--- src/rtl/conv_window_feeder.sv ---
// Sliding-window feeder: streams one channel into a circular K-row line buffer and
// emits K*K window beats plus one bias beat per output row to the PE array.
module conv_window_feeder #(
    parameter int DATA_WIDTH = 32,
    parameter int IMG_W = 8,
    parameter int IMG_H = 8,
    parameter int K = 3,
    parameter int ARRAY_SIZE = IMG_W - K + 1,
    parameter int ADDR_WIDTH = 16,
    parameter logic [DATA_WIDTH-1:0] BIAS_WORD = 32'h3F80_0000
) (
    input  logic                             clk,
    input  logic                             rst_n,
    input  logic                             start,
    input  logic [ADDR_WIDTH-1:0]            base_addr,
    output logic [ADDR_WIDTH-1:0]            rd_addr,
    input  logic [DATA_WIDTH-1:0]            in_data,
    input  logic                             in_valid,
    output logic                             in_ready,
    output logic [ARRAY_SIZE*DATA_WIDTH-1:0] out_data,
    output logic                             out_valid,
    input  logic                             out_ready,
    output logic                             out_bias,
    output logic                             busy,
    output logic                             done
);

    localparam int COL_W = (IMG_W > 1) ? $clog2(IMG_W) : 1;
    localparam int K_W   = (K > 1) ? $clog2(K) : 1;
    localparam int ROW_W = (IMG_H > 1) ? $clog2(IMG_H) : 1;

    localparam logic [COL_W-1:0] COL_LAST = COL_W'(IMG_W - 1);
    localparam logic [K_W-1:0]   K_LAST   = K_W'(K - 1);
    localparam logic [ROW_W-1:0] ROW_LAST = ROW_W'(IMG_H - K);
    localparam logic [K_W:0]     K_EXT    = (K_W + 1)'(K);

    typedef enum logic [2:0] {
        S_IDLE,
        S_PRELOAD,
        S_SHIFT,
        S_BIAS,
        S_LOAD
    } state_t;

    state_t                state_q, state_d;
    logic [ADDR_WIDTH-1:0] rd_addr_q, rd_addr_d;
    logic [COL_W-1:0]      col_q, col_d;
    logic [K_W-1:0]        r_q, r_d;
    logic [K_W-1:0]        c_q, c_d;
    logic [K_W-1:0]        top_q, top_d;
    logic [ROW_W-1:0]      out_row_q, out_row_d;
    logic                  done_q, done_d;

    logic [DATA_WIDTH-1:0] line_q [K][IMG_W];

    logic                  accept_in;
    logic                  wr_en;
    logic [K_W-1:0]        wr_slot;
    logic [K_W:0]          slot_sum;
    logic [K_W-1:0]        rd_slot;
    logic [COL_W-1:0]      src_col;

    always_ff @(posedge clk or negedge rst_n) begin
        if (!rst_n) begin
            state_q   <= S_IDLE;
            rd_addr_q <= '0;
            col_q     <= '0;
            r_q       <= '0;
            c_q       <= '0;
            top_q     <= '0;
            out_row_q <= '0;
            done_q    <= 1'b0;
        end else begin
            state_q   <= state_d;
            rd_addr_q <= rd_addr_d;
            col_q     <= col_d;
            r_q       <= r_d;
            c_q       <= c_d;
            top_q     <= top_d;
            out_row_q <= out_row_d;
            done_q    <= done_d;
        end
    end

    // PRELOAD fills slots in order using r_q as the slot index; LOAD overwrites the oldest slot.
    always_ff @(posedge clk) begin
        if (wr_en) begin
            line_q[wr_slot][col_q] <= in_data;
        end
    end

    always_comb begin
        state_d   = state_q;
        rd_addr_d = rd_addr_q;
        col_d     = col_q;
        r_d       = r_q;
        c_d       = c_q;
        top_d     = top_q;
        out_row_d = out_row_q;
        done_d    = 1'b0;

        in_ready  = (state_q == S_PRELOAD) || (state_q == S_LOAD);
        out_valid = (state_q == S_SHIFT) || (state_q == S_BIAS);
        out_bias  = (state_q == S_BIAS);
        busy      = (state_q != S_IDLE);
        accept_in = in_valid && in_ready;
        wr_en     = accept_in;
        wr_slot   = (state_q == S_PRELOAD) ? r_q : top_q;

        unique case (state_q)
            S_IDLE: begin
                if (start) begin
                    state_d   = S_PRELOAD;
                    rd_addr_d = base_addr;
                    out_row_d = '0;
                    top_d     = '0;
                    col_d     = '0;
                    r_d       = '0;
                    c_d       = '0;
                end
            end
            S_PRELOAD: begin
                if (accept_in) begin
                    rd_addr_d = rd_addr_q + 1'b1;
                    if (col_q == COL_LAST) begin
                        col_d = '0;
                        if (r_q == K_LAST) begin
                            r_d     = '0;
                            state_d = S_SHIFT;
                        end else begin
                            r_d = r_q + 1'b1;
                        end
                    end else begin
                        col_d = col_q + 1'b1;
                    end
                end
            end
            S_SHIFT: begin
                if (out_ready) begin
                    if (c_q == K_LAST) begin
                        c_d = '0;
                        if (r_q == K_LAST) begin
                            r_d     = '0;
                            state_d = S_BIAS;
                        end else begin
                            r_d = r_q + 1'b1;
                        end
                    end else begin
                        c_d = c_q + 1'b1;
                    end
                end
            end
            S_BIAS: begin
                if (out_ready) begin
                    if (out_row_q == ROW_LAST) begin
                        state_d = S_IDLE;
                        done_d  = 1'b1;
                    end else begin
                        out_row_d = out_row_q + 1'b1;
                        state_d   = S_LOAD;
                    end
                end
            end
            S_LOAD: begin
                if (accept_in) begin
                    rd_addr_d = rd_addr_q + 1'b1;
                    if (col_q == COL_LAST) begin
                        col_d   = '0;
                        top_d   = (top_q == K_LAST) ? '0 : top_q + 1'b1;
                        state_d = S_SHIFT;
                    end else begin
                        col_d = col_q + 1'b1;
                    end
                end
            end
            default: state_d = S_IDLE;
        endcase
    end

    // Window row r lives in slot (top + r) mod K; top always points at the oldest row.
    always_comb begin
        slot_sum = {1'b0, top_q} + {1'b0, r_q};
        if (slot_sum >= K_EXT) begin
            slot_sum = slot_sum - K_EXT;
        end
        rd_slot  = slot_sum[K_W-1:0];
        src_col  = '0;
        out_data = '0;
        if (state_q == S_SHIFT) begin
            for (int unsigned i = 0; i < ARRAY_SIZE; i++) begin
                src_col = COL_W'(i) + COL_W'(c_q);
                out_data[i*DATA_WIDTH +: DATA_WIDTH] = line_q[rd_slot][src_col];
            end
        end else if (state_q == S_BIAS) begin
            for (int unsigned i = 0; i < ARRAY_SIZE; i++) begin
                out_data[i*DATA_WIDTH +: DATA_WIDTH] = BIAS_WORD;
            end
        end
    end

    assign rd_addr = rd_addr_q;
    assign done    = done_q;

endmodule

--- config.mk ---
export PLATFORM = sky130hd
export DESIGN_NAME = conv_window_feeder
export DESIGN_NICKNAME = d
export VERILOG_FILES = /design/src/rtl/conv_window_feeder.sv
export SDC_FILE = /design/constraint.sdc
export NUM_CORES = 1
export LEC_CHECK = 0
export BUFFER_PORTS_ARGS = -buffer_cell sky130_fd_sc_hd__buf_2
export CELL_PAD_IN_SITES_DETAIL_PLACEMENT = 2
export CELL_PAD_IN_SITES_GLOBAL_PLACEMENT = 2
export CORE_MARGIN = 1.5
export CORE_UTILIZATION = 35
export CTS_CLUSTER_SIZE = 12
export DETAILED_ROUTE_END_ITERATION = 6
export PLACE_DENSITY = 0.76
export SLEW_MARGIN = 30
export SYNTH_ARGS = -nofsm -noshare
export SYNTH_HDL_FRONTEND = slang
export SYNTH_SLANG_ARGS = --single-unit
--- constraint.sdc ---
create_clock -name clk -period 11.1 [get_ports clk]
set_input_delay 1.11 -clock clk [delete_from_list [all_inputs] [get_ports clk]]
set_output_delay 1.11 -clock clk [all_outputs]
set_load 0.02 [all_outputs]
Word-level counts from Yosys, hierarchy flattened
Memories as Yosys holds them, arrays and structs flattened.
Cells that the tools add are included.
{"block": "op_classes", "n_reduce_logical": 18, "mux": 65, "eq_ne": 21, "bitwise": 7, "shifts": 0, "add_sub_neg": 13, "n_lt_le_gt_ge": 9, "n_div": 0, "n_mul": 0}
{"cell": "$bmux W32 S3", "count": 6}
{"cell": "$mux W32", "count": 13}
{"cell": "$mux W256", "count": 1}
{"cell": "$mux W192", "count": 1}
{"cell": "$mux W190", "count": 1}
{"cell": "$demux W32 S3", "count": 1}
{"cell": "$mux W3", "count": 16}
{"cell": "$mux W16", "count": 2}
{"cell": "$pmux W16 S2", "count": 1}
{"cell": "$ge A4 B4 Y1 const B", "count": 7}
{"cell": "$mux W2", "count": 13}
{"cell": "$not A3 Y4", "count": 6}
{"cell": "$add A16 B1 Y16 const B", "count": 1}
{"cell": "$pmux W3 S5", "count": 1}
{"cell": "$ne A2 B1 Y1 const B", "count": 6}
{"cell": "$ne A2 B2 Y1 const B", "count": 6}
{"cell": "$pmux W3 S2", "count": 2}
{"cell": "$reduce_and A10 Y1", "count": 1}
{"cell": "$eq A3 B3 Y1 const B", "count": 3}
{"cell": "$pmux W2 S2", "count": 2}
{"cell": "$reduce_and A4 Y1", "count": 2}
{"cell": "$reduce_bool A2 Y1", "count": 4}
{"cell": "$add A2 B1 Y2 const B", "count": 3}
{"cell": "$add A2 B2 Y3 const A", "count": 2}
{"cell": "other kinds (20)", "count": 32}
{"block": "totals", "inputBits": 53, "out_inout_bits": 213, "latchBits": 0, "reg_bits": 32, "rom_bits": 0, "mem_bits_rw": 768, "n_memories": 1, "word_cells": 142}
{"name": "line_q", "depth": 3, "word_bits": 256, "rd": 1, "rd_ports_with_merged_regs": 0, "write_ports": 1, "line": "54", "source": "logic [DATA_WIDTH-1:0] line_q [K][IMG_W];"}

Depth between registers and ports, before layout
Gate-level depths: netlist (run 1).
An unclocked memory read counts as a cell.
{"block": "logic_depth", "depth_word": 8, "mapped_depth": 19, "mapped_depth_nobuf": 12}

Worst setup path after synthesis (run 1)
Ideal clock, no wire load.
{"block": "synth_timing", "path_type": "register -> output", "from": "register top_q[0]", "to": "output out_data[62]", "path_slack_ps": 5592, "required_time_ps": 9990, "arrival_time_ps": 4398, "path_buffers": 5, "stages_incl_launch_ff": 17, "cell_sequence": "dfrtp_1 ha_1 inv_1 fa_1 buf_2 clkbuf_1 inv_1 ha_1 or3b_4 a21o_1 buf_6 buf_2 buf_2 a31o_2 mux2i_1 o22ai_1 a2111oi_0"}
{"block": "synth_between", "elab_chain_cells": 8, "elab_cells_between_ends": 9, "cone_classes": "add/sub: 2; order compare: 1; mux: 5; memory: 1"}
{"element": "from (decl)", "line": "50", "source": "logic [K_W-1:0] top_q, top_d;"}
{"element": "from (signal assigned)", "line": "79", "source": "top_q <= top_d;"}
{"element": "$add A2 B2 Y3 (*)", "line": "182", "source": "slot_sum = {1'b0, top_q} + {1'b0, r_q};"}
{"element": "$ge A3 B2 Y1 or $sub A2 B2 Y2 (tied branches)", "line": "183, 184"}
{"element": "$mux W2 (*)", "line": "183", "source": "if (slot_sum >= K_EXT) begin"}
{"element": "$mem_v2 Z3 W256 (*)"}
{"element": "$bmux W32 S3 (*)", "line": "192", "source": "out_data[i*DATA_WIDTH +: DATA_WIDTH] = line_q[rd_slot][src_col];"}
{"element": "$mux W32 (implied by the code) (*) (2 in series)", "line": "192"}
{"element": "$mux W192 (*)", "line": "189", "source": "if (state_q == S_SHIFT) begin"}
{"element": "to (decl)", "line": "20", "source": "output logic [ARRAY_SIZE*DATA_WIDTH-1:0] out_data,"}
Every way passes the cells marked *; elsewhere a longest branch is shown, timed or not. The select of a mux whose other input is x is not followed.

Worst setup path in the final report (run 1)
{"block": "layout_timing", "from": "register top_q[0]", "to": "output out_data[40]"}
The elaborated chain is that of the path after synthesis.

==> impl_metrics.tcl, run 1 <==
set metrics [dict create \
    met3WireLength_um 11400 \
    syn_nets 3621 \
    path_delay_family "compound AO/OA/AOI/OAI gates" \
    whs_ps 511 \
    coreArea_sq_um 113000 \
    hold_path_class "flip-flop to flip-flop" \
    max_slew.worst_pin.slew_ps 1030 \
    cts.sinks 800 \
    initial_utilization_pct 35.3 \
    yosysWarningCount 0 \
    drt-vias-per-instance 6.21 \
    worstPathMaxFanout 81 \
    synthAdderAreaFrac_pct 0.427 \
    synth_xor_area_share_pct 0.0220 \
    htree_levels 3 \
    grt_pass1_wl_um 244000 \
    finalHoldViolations 0 \
    wl_met2_um 79300 \
    synth_common_cells "768 x edfxtp_1, 624 x nor2_1, 520 x nand2_1" \
    synth_mux_area_share_pct 7.82 \
    drt-met1-wl_um 70700 \
    final_layout_size_suffix_gt1_share_pct 18.4 \
    top_layer_used "met5" \
    fin_skew_ps 38.4 \
    synthFlopType "edfxtp_1" \
    drt-wirelength-per-cell_um 32.0 \
    final-setup-viol-count 0 \
    syn_inst 3555 \
    crit_arrival_ps 6610 \
    async_flop_share_pct 4.00 \
    dieArea_sq_um 116000 \
    synthSimpleGateAreaFrac_pct 13.2 \
    fmax_ghz 0.130 \
    crit_chain "ha_2 > inv_1 > fa_1 > buf_4 > inv_1 > ha_1 > nor2b_1 > o21a_4 > buf_12 > nand2_1 > a31o_1 > mux4_2 > a2111oi_1 > buf_2" \
    num_vias 32700 \
    cts_buffers 90 \
    antenna_left 0 \
    clockBufferDepth 3 \
    yosysTopAreaCellShare_pct 57.8 \
    worst_setup_path_start_kind "flip-flop" \
    insertion_delay_ps 680 \
    critPathCaptureType "primary output" \
    grt_pass1_vias 34600 \
    drc 0 \
    drt-total-wl_um 169000 \
    finalWeightedCongestion 0.821 \
    ys_seq_elements 800 \
    cts_root_buffer "clkbuf_16" \
    cts_setup_buffers 0 \
    synth_compound_area_share_pct 15.4 \
    slowest_stage "a2111oi_1" \
    avgSynthCellArea_sq_um 11.2 \
    min_period_ps 7720 \
    syn_to_final_growth_pct 14.4 \
    cts_hold_buf 0 \
    ys_seq_area_share_pct 59.8 \
    path_common_cell "inv_1" \
    synth.most_common_cell "edfxtp_1" \
    n_fill_cell 11600 \
    firstDrtPassIters 5 \
    hpwlAfterDp_um 99000 \
    synth_area_leader_cell "edfxtp_1" \
    synthesis.area_sq_um 39900 \
    instances_no_fill 5262 \
    row_count 123 \
    slowest_delay_ps 890 \
    criticalPathCategory "flip-flop to primary output" \
    synth_top_family_by_area "compound AO/OA/AOI/OAI gates" \
    maxSlewHeadroom_pct 31.0 \
    grt_antenna_before_repair 6 \
    synth_edf_count 768 \
    dp.cells 5102 \
    nets 3761 \
    final_util_pct 40.4 \
    cts_tree "yes" \
    cts_resized 0 \
    final_max_slew_viol_count 0 \
    max-cap-violations 0 \
    required_ps 9990 \
    path_buf_inv 5 \
    fin_setup_tns_ps 0 \
    dieWidth_um 341 \
    rsz0062_at_grt "no" \
    drt_iter0_drc 3096 \
    path_clk_slew_ps 60 \
    fp.dieH_um 341 \
    synth_area_leaders "edfxtp_1 58%, nor2_1 5.9%, mux2i_1 5.0%" \
    boundaryPins 266 \
    grt_max_degree 172 \
    gr-total-overflow 0 \
    status "finished, final reports clean" \
    synth_cell_types 70 \
    portBuffers 265 \
    grt_use_total_pct 28.4 \
    post-route-period-util_pct 69.5 \
]
## cell type report
class	instances	area, sq um	area share, %
Antenna cell	2	5.00	0.0110
Clock buffer	118	2390	5.24
Clock inverter	39	375	0.823
Inverter	32	131	0.288
Multi-Input combinational cell	2432	15000	32.9
Sequential cell	800	23900	52.3
Tap cell	1500	1880	4.11
Timing Repair Buffer	339	1980	4.33
## kinds of logic after synthesis
kind of cell,after synthesis
flops,800
compound gates,845
simple gates,1317
buf+inv,323
xor+xnor,1
mux,256
fa+ha+maj,13
## layer usage
| metal | up-vias | global-route usage [%] |
|---|---|---|
| li1 | 13700 | - |
| met1 | 17300 | 38.1 |
| met2 | 1354 | 46.0 |
| met3 | 393 | 3.97 |
| met4 | 2 | 12.4 |
| met5 | - | 0 |
## sequential cells by signal, indices dropped and copies added (netlist names)
register / count
c_q: 2
out_row_q: 3
r_q: 2
state_q: 3
done: 1
rd_addr: 16
col_q: 3
line_q: 768
top_q: 2
## cells in the final DEF, fill, tap and decap left out, types with 12 or more instances in the layout
master	n
a2111oi_0	13
a211oi_1	188
a21o_1	16
a21oi_1	123
a221oi_1	16
a31o_1	39
a31o_2	114
a31oi_1	73
buf_2	265
buf_4	67
clkbuf_1	26
clkbuf_16	91
clkinv_1	12
dfrtp_1	30
edfxtp_1	768
inv_1	27
mux2_2	15
mux2i_1	198
mux4_2	43
nand2_1	517
nand3_1	19
nor2_1	601
nor2_4	21
nor2b_1	12
nor3_1	63
nor4_1	27
o21ai_0	68
o221ai_1	12
o22ai_1	47
o32ai_1	30
## path summary, 6_finish.rpt
kind                                          startpoint                        to  slack, ps  depth (start not counted)
worst max register to register    state_q[0]$_DFFE_PN0P_  line_q[2][117]$_DFFE_PP_       7350                          7
worst min-delay path            out_row_q[1]$_DFFE_PN0P_  out_row_q[1]$_DFFE_PN0P_        510                          2
min in group asynchronous                          rst_n    rd_addr[1]$_DFFE_PN0P_        550                          1
worst max-delay path                top_q[0]$_DFFE_PN0P_              out_data[40]       3380                         14
max in group asynchronous                          rst_n        c_q[0]$_DFFE_PN0P_       9910                          1
worst min register to register  out_row_q[1]$_DFFE_PN0P_  out_row_q[1]$_DFFE_PN0P_        510                          2
## worst min-delay path, delay by kind of cell (launching register included)
family / cells / cell delay, ps
AO/OA/AOI/OAI: 1 / 50
AND/OR/NAND/NOR: 1 / 60
flip-flops: 1 / 360
## per-stage QoR
step | setup WS [ps] | instance area [sq um]
detailed placement | 4290 | 42800
global placement | 4380 | 42800
finish | 3380 | 45600
CTS | 3490 | 45600
floorplan | 5590 | 39900
global route | 3220 | 45600
Power of run 1 is not shown: default switching activity piles up to over one toggle a cycle in this logic, so the estimate is an artifact.
==> inputs of run 2 (changes only) <==
--- a/config.mk
+++ b/config.mk
@@ -12,7 +12,7 @@
 export CORE_UTILIZATION = 35
 export CTS_CLUSTER_SIZE = 12
 export DETAILED_ROUTE_END_ITERATION = 6
-export PLACE_DENSITY = 0.76
+export PLACE_DENSITY = 0.79
 export SLEW_MARGIN = 30
 export SYNTH_ARGS = -nofsm -noshare
 export SYNTH_HDL_FRONTEND = slang
==> constraint.sdc (replaced) <==
create_clock -name clk -period 6.31 [get_ports clk]
set_input_delay 0.631 -clock clk [delete_from_list [all_inputs] [get_ports clk]]
set_output_delay 0.631 -clock clk [all_outputs]
set_load 0.02 [all_outputs]
==> impl_metrics.tcl, run 2 (synthesis results as in run 1) <==
set metrics [dict create \
    status "complete, but fails checks" \
    violations "setup timing" \
    dieArea_sq_um 116000 \
    n_fill_cell 11500 \
    grt_use_total_pct 30.0 \
    hold_path_class "input pin to async pin" \
    rsz0062_at_grt "no" \
    antenna_left 0 \
    cts_setup_buffers 0 \
    max-cap-violations 0 \
    insertion_delay_ps 680 \
    dieWidth_um 341 \
    fin_setup_tns_ps -3.54 \
    coreArea_sq_um 113000 \
    boundaryPins 266 \
    final_max_slew_viol_count 0 \
    maxSlewHeadroom_pct 29.4 \
    path_clk_slew_ps 60 \
    critPathCaptureType "primary output" \
    path_common_cell "inv_1" \
    cts_hold_buf 0 \
    final_common_cell "edfxtp_1" \
    r2r-end "line_q[2][130]$_DFFE_PP_" \
    num_vias 33900 \
    crit_arrival_ps 5680 \
    gr-total-overflow 0 \
    reg2reg_slack_ps 2120 \
    worstPathMaxFanout 40 \
    drt-total-wl_um 179000 \
    fp.dieH_um 341 \
    row_count 123 \
    register_area_sq_um 23900 \
    cts_tree "yes" \
    drt-wirelength-per-cell_um 33.4 \
    nets 3832 \
    startpoint "top_q[0]$_DFFE_PN0P_" \
    required_ps 5680 \
    htree_levels 3 \
    portBuffers 265 \
    drt-vias-per-instance 6.35 \
    worst_slack_ps -3.54 \
    cts.sinks 800 \
    initial_utilization_pct 35.3 \
    largest_reg_flops 768 \
    rr_worst_depth 6 \
    hpwlAfterDp_um 110000 \
    mostFrequentLayoutCells "768 x edfxtp_1, 602 x nor2_1, 518 x nand2_1" \
    worst_setup_path_start_kind "flip-flop" \
    crit_end "out_data[59]" \
    drt_iter0_drc 3472 \
    fmax_ghz 0.158 \
    crit_chain "ha_2 > inv_1 > fa_1 > inv_1 > ha_1 > nor2b_1 > buf_4 > o21a_4 > buf_12 > nand2_1 > a31oi_1 > o21ai_0 > o31a_1 > o41ai_1 > buf_2" \
    finalHoldViolations 0 \
    cts_buffers 90 \
    multi_input_area_sq_um 15000 \
    clockBufferDepth 3 \
    firstDrtPassIters 5 \
    grt_pass1_vias 35800 \
    grt_pass1_wl_um 256000 \
    fin_skew_ps 41.0 \
    finalWeightedCongestion 0.836 \
    criticalPathCategory "flip-flop to primary output" \
    slowest_delay_ps 790 \
    cts_root_buffer "clkbuf_16" \
    grt_max_degree 127 \
    final-setup-viol-count 1 \
    drc 0 \
    reg2reg_from "state_q[0]$_DFFE_PN0P_" \
    slowest_stage "o41ai_1" \
    grt_antenna_before_repair 12 \
    syn_to_final_growth_pct 16.7 \
    min_period_ps 6310 \
    largest_register "line_q" \
    post-route-period-util_pct 100 \
    final_layout_size_suffix_gt1_share_pct 20.3 \
    max_slew.worst_pin.slew_ps 1060 \
]
-- run 2: area by class of cell --
| cell class | count | area share, % |
|---|---|---|
| antenna | 6 | 0.0323 |
| clock buffer | 105 | 5.01 |
| clock inverter | 58 | 1.16 |
| inverter | 32 | 0.282 |
| multi-input combinational | 2433 | 32.3 |
| sequential | 800 | 51.3 |
| tap | 1500 | 4.03 |
| timing repair buffer | 409 | 5.88 |
-- run 2: worst min path at each step --
| stage | slack [ps] | endpoint | startpoint |
|---|---|---|---|
| after detailed placement | 530 | out_row_q[2]$_DFFE_PN0P_ | out_row_q[2]$_DFFE_PN0P_ |
| after global placement | 490 | out_row_q[1]$_DFFE_PN0P_ | out_row_q[1]$_DFFE_PN0P_ |
| after floorplan | 340 | c_q[0]$_DFFE_PN0P_ | rst_n |
| after global routing | 90 | col_q[0]$_DFFE_PN0P_ | rst_n |
| final | 40 | col_q[0]$_DFFE_PN0P_ | rst_n |
| after CTS | 50 | col_q[1]$_DFFE_PN0P_ | rst_n |
-- run 2: repair_timing --
item | CTS | global route
cloned | 1 | 0
resized for setup | 0 | 10
endpoints found under the setup margin | 2 | 9
-- run 2: metal layers --
layer  up-vias  global-route usage (%)  wire length, um
met2      1742                    48.7            84200
met5         -                       0               35
met3       522                    4.97            13500
li1      13800                       -                -
met4         6                    16.3            10300
met1     17800                    38.2            70500
-- run 2: per-stage QoR --
stage               setup slack (ps)  utilization [%]  area (sq um)  instances  hold slack [ps]
global route                    13.6             41.2         46500       5339             94.8
floorplan                       1280                -         39900       3555              335
detailed placement               773             38.6         43500       5171              528
CTS                             23.6             41.1         46400       5335             46.0
global placement                1020             38.4         43400       5166              493
finish                         -3.54             41.2         46500       5343             42.0
-- run 2: critical path, delay by kind of cell (launching register included) --
kind / cells / cell delay, ps
compound gates: 5 / 2170
fa+ha+maj: 3 / 1020
buf+inv: 5 / 980
flops: 1 / 480
simple gates: 2 / 260
Power of run 2 is left out for the same reason.
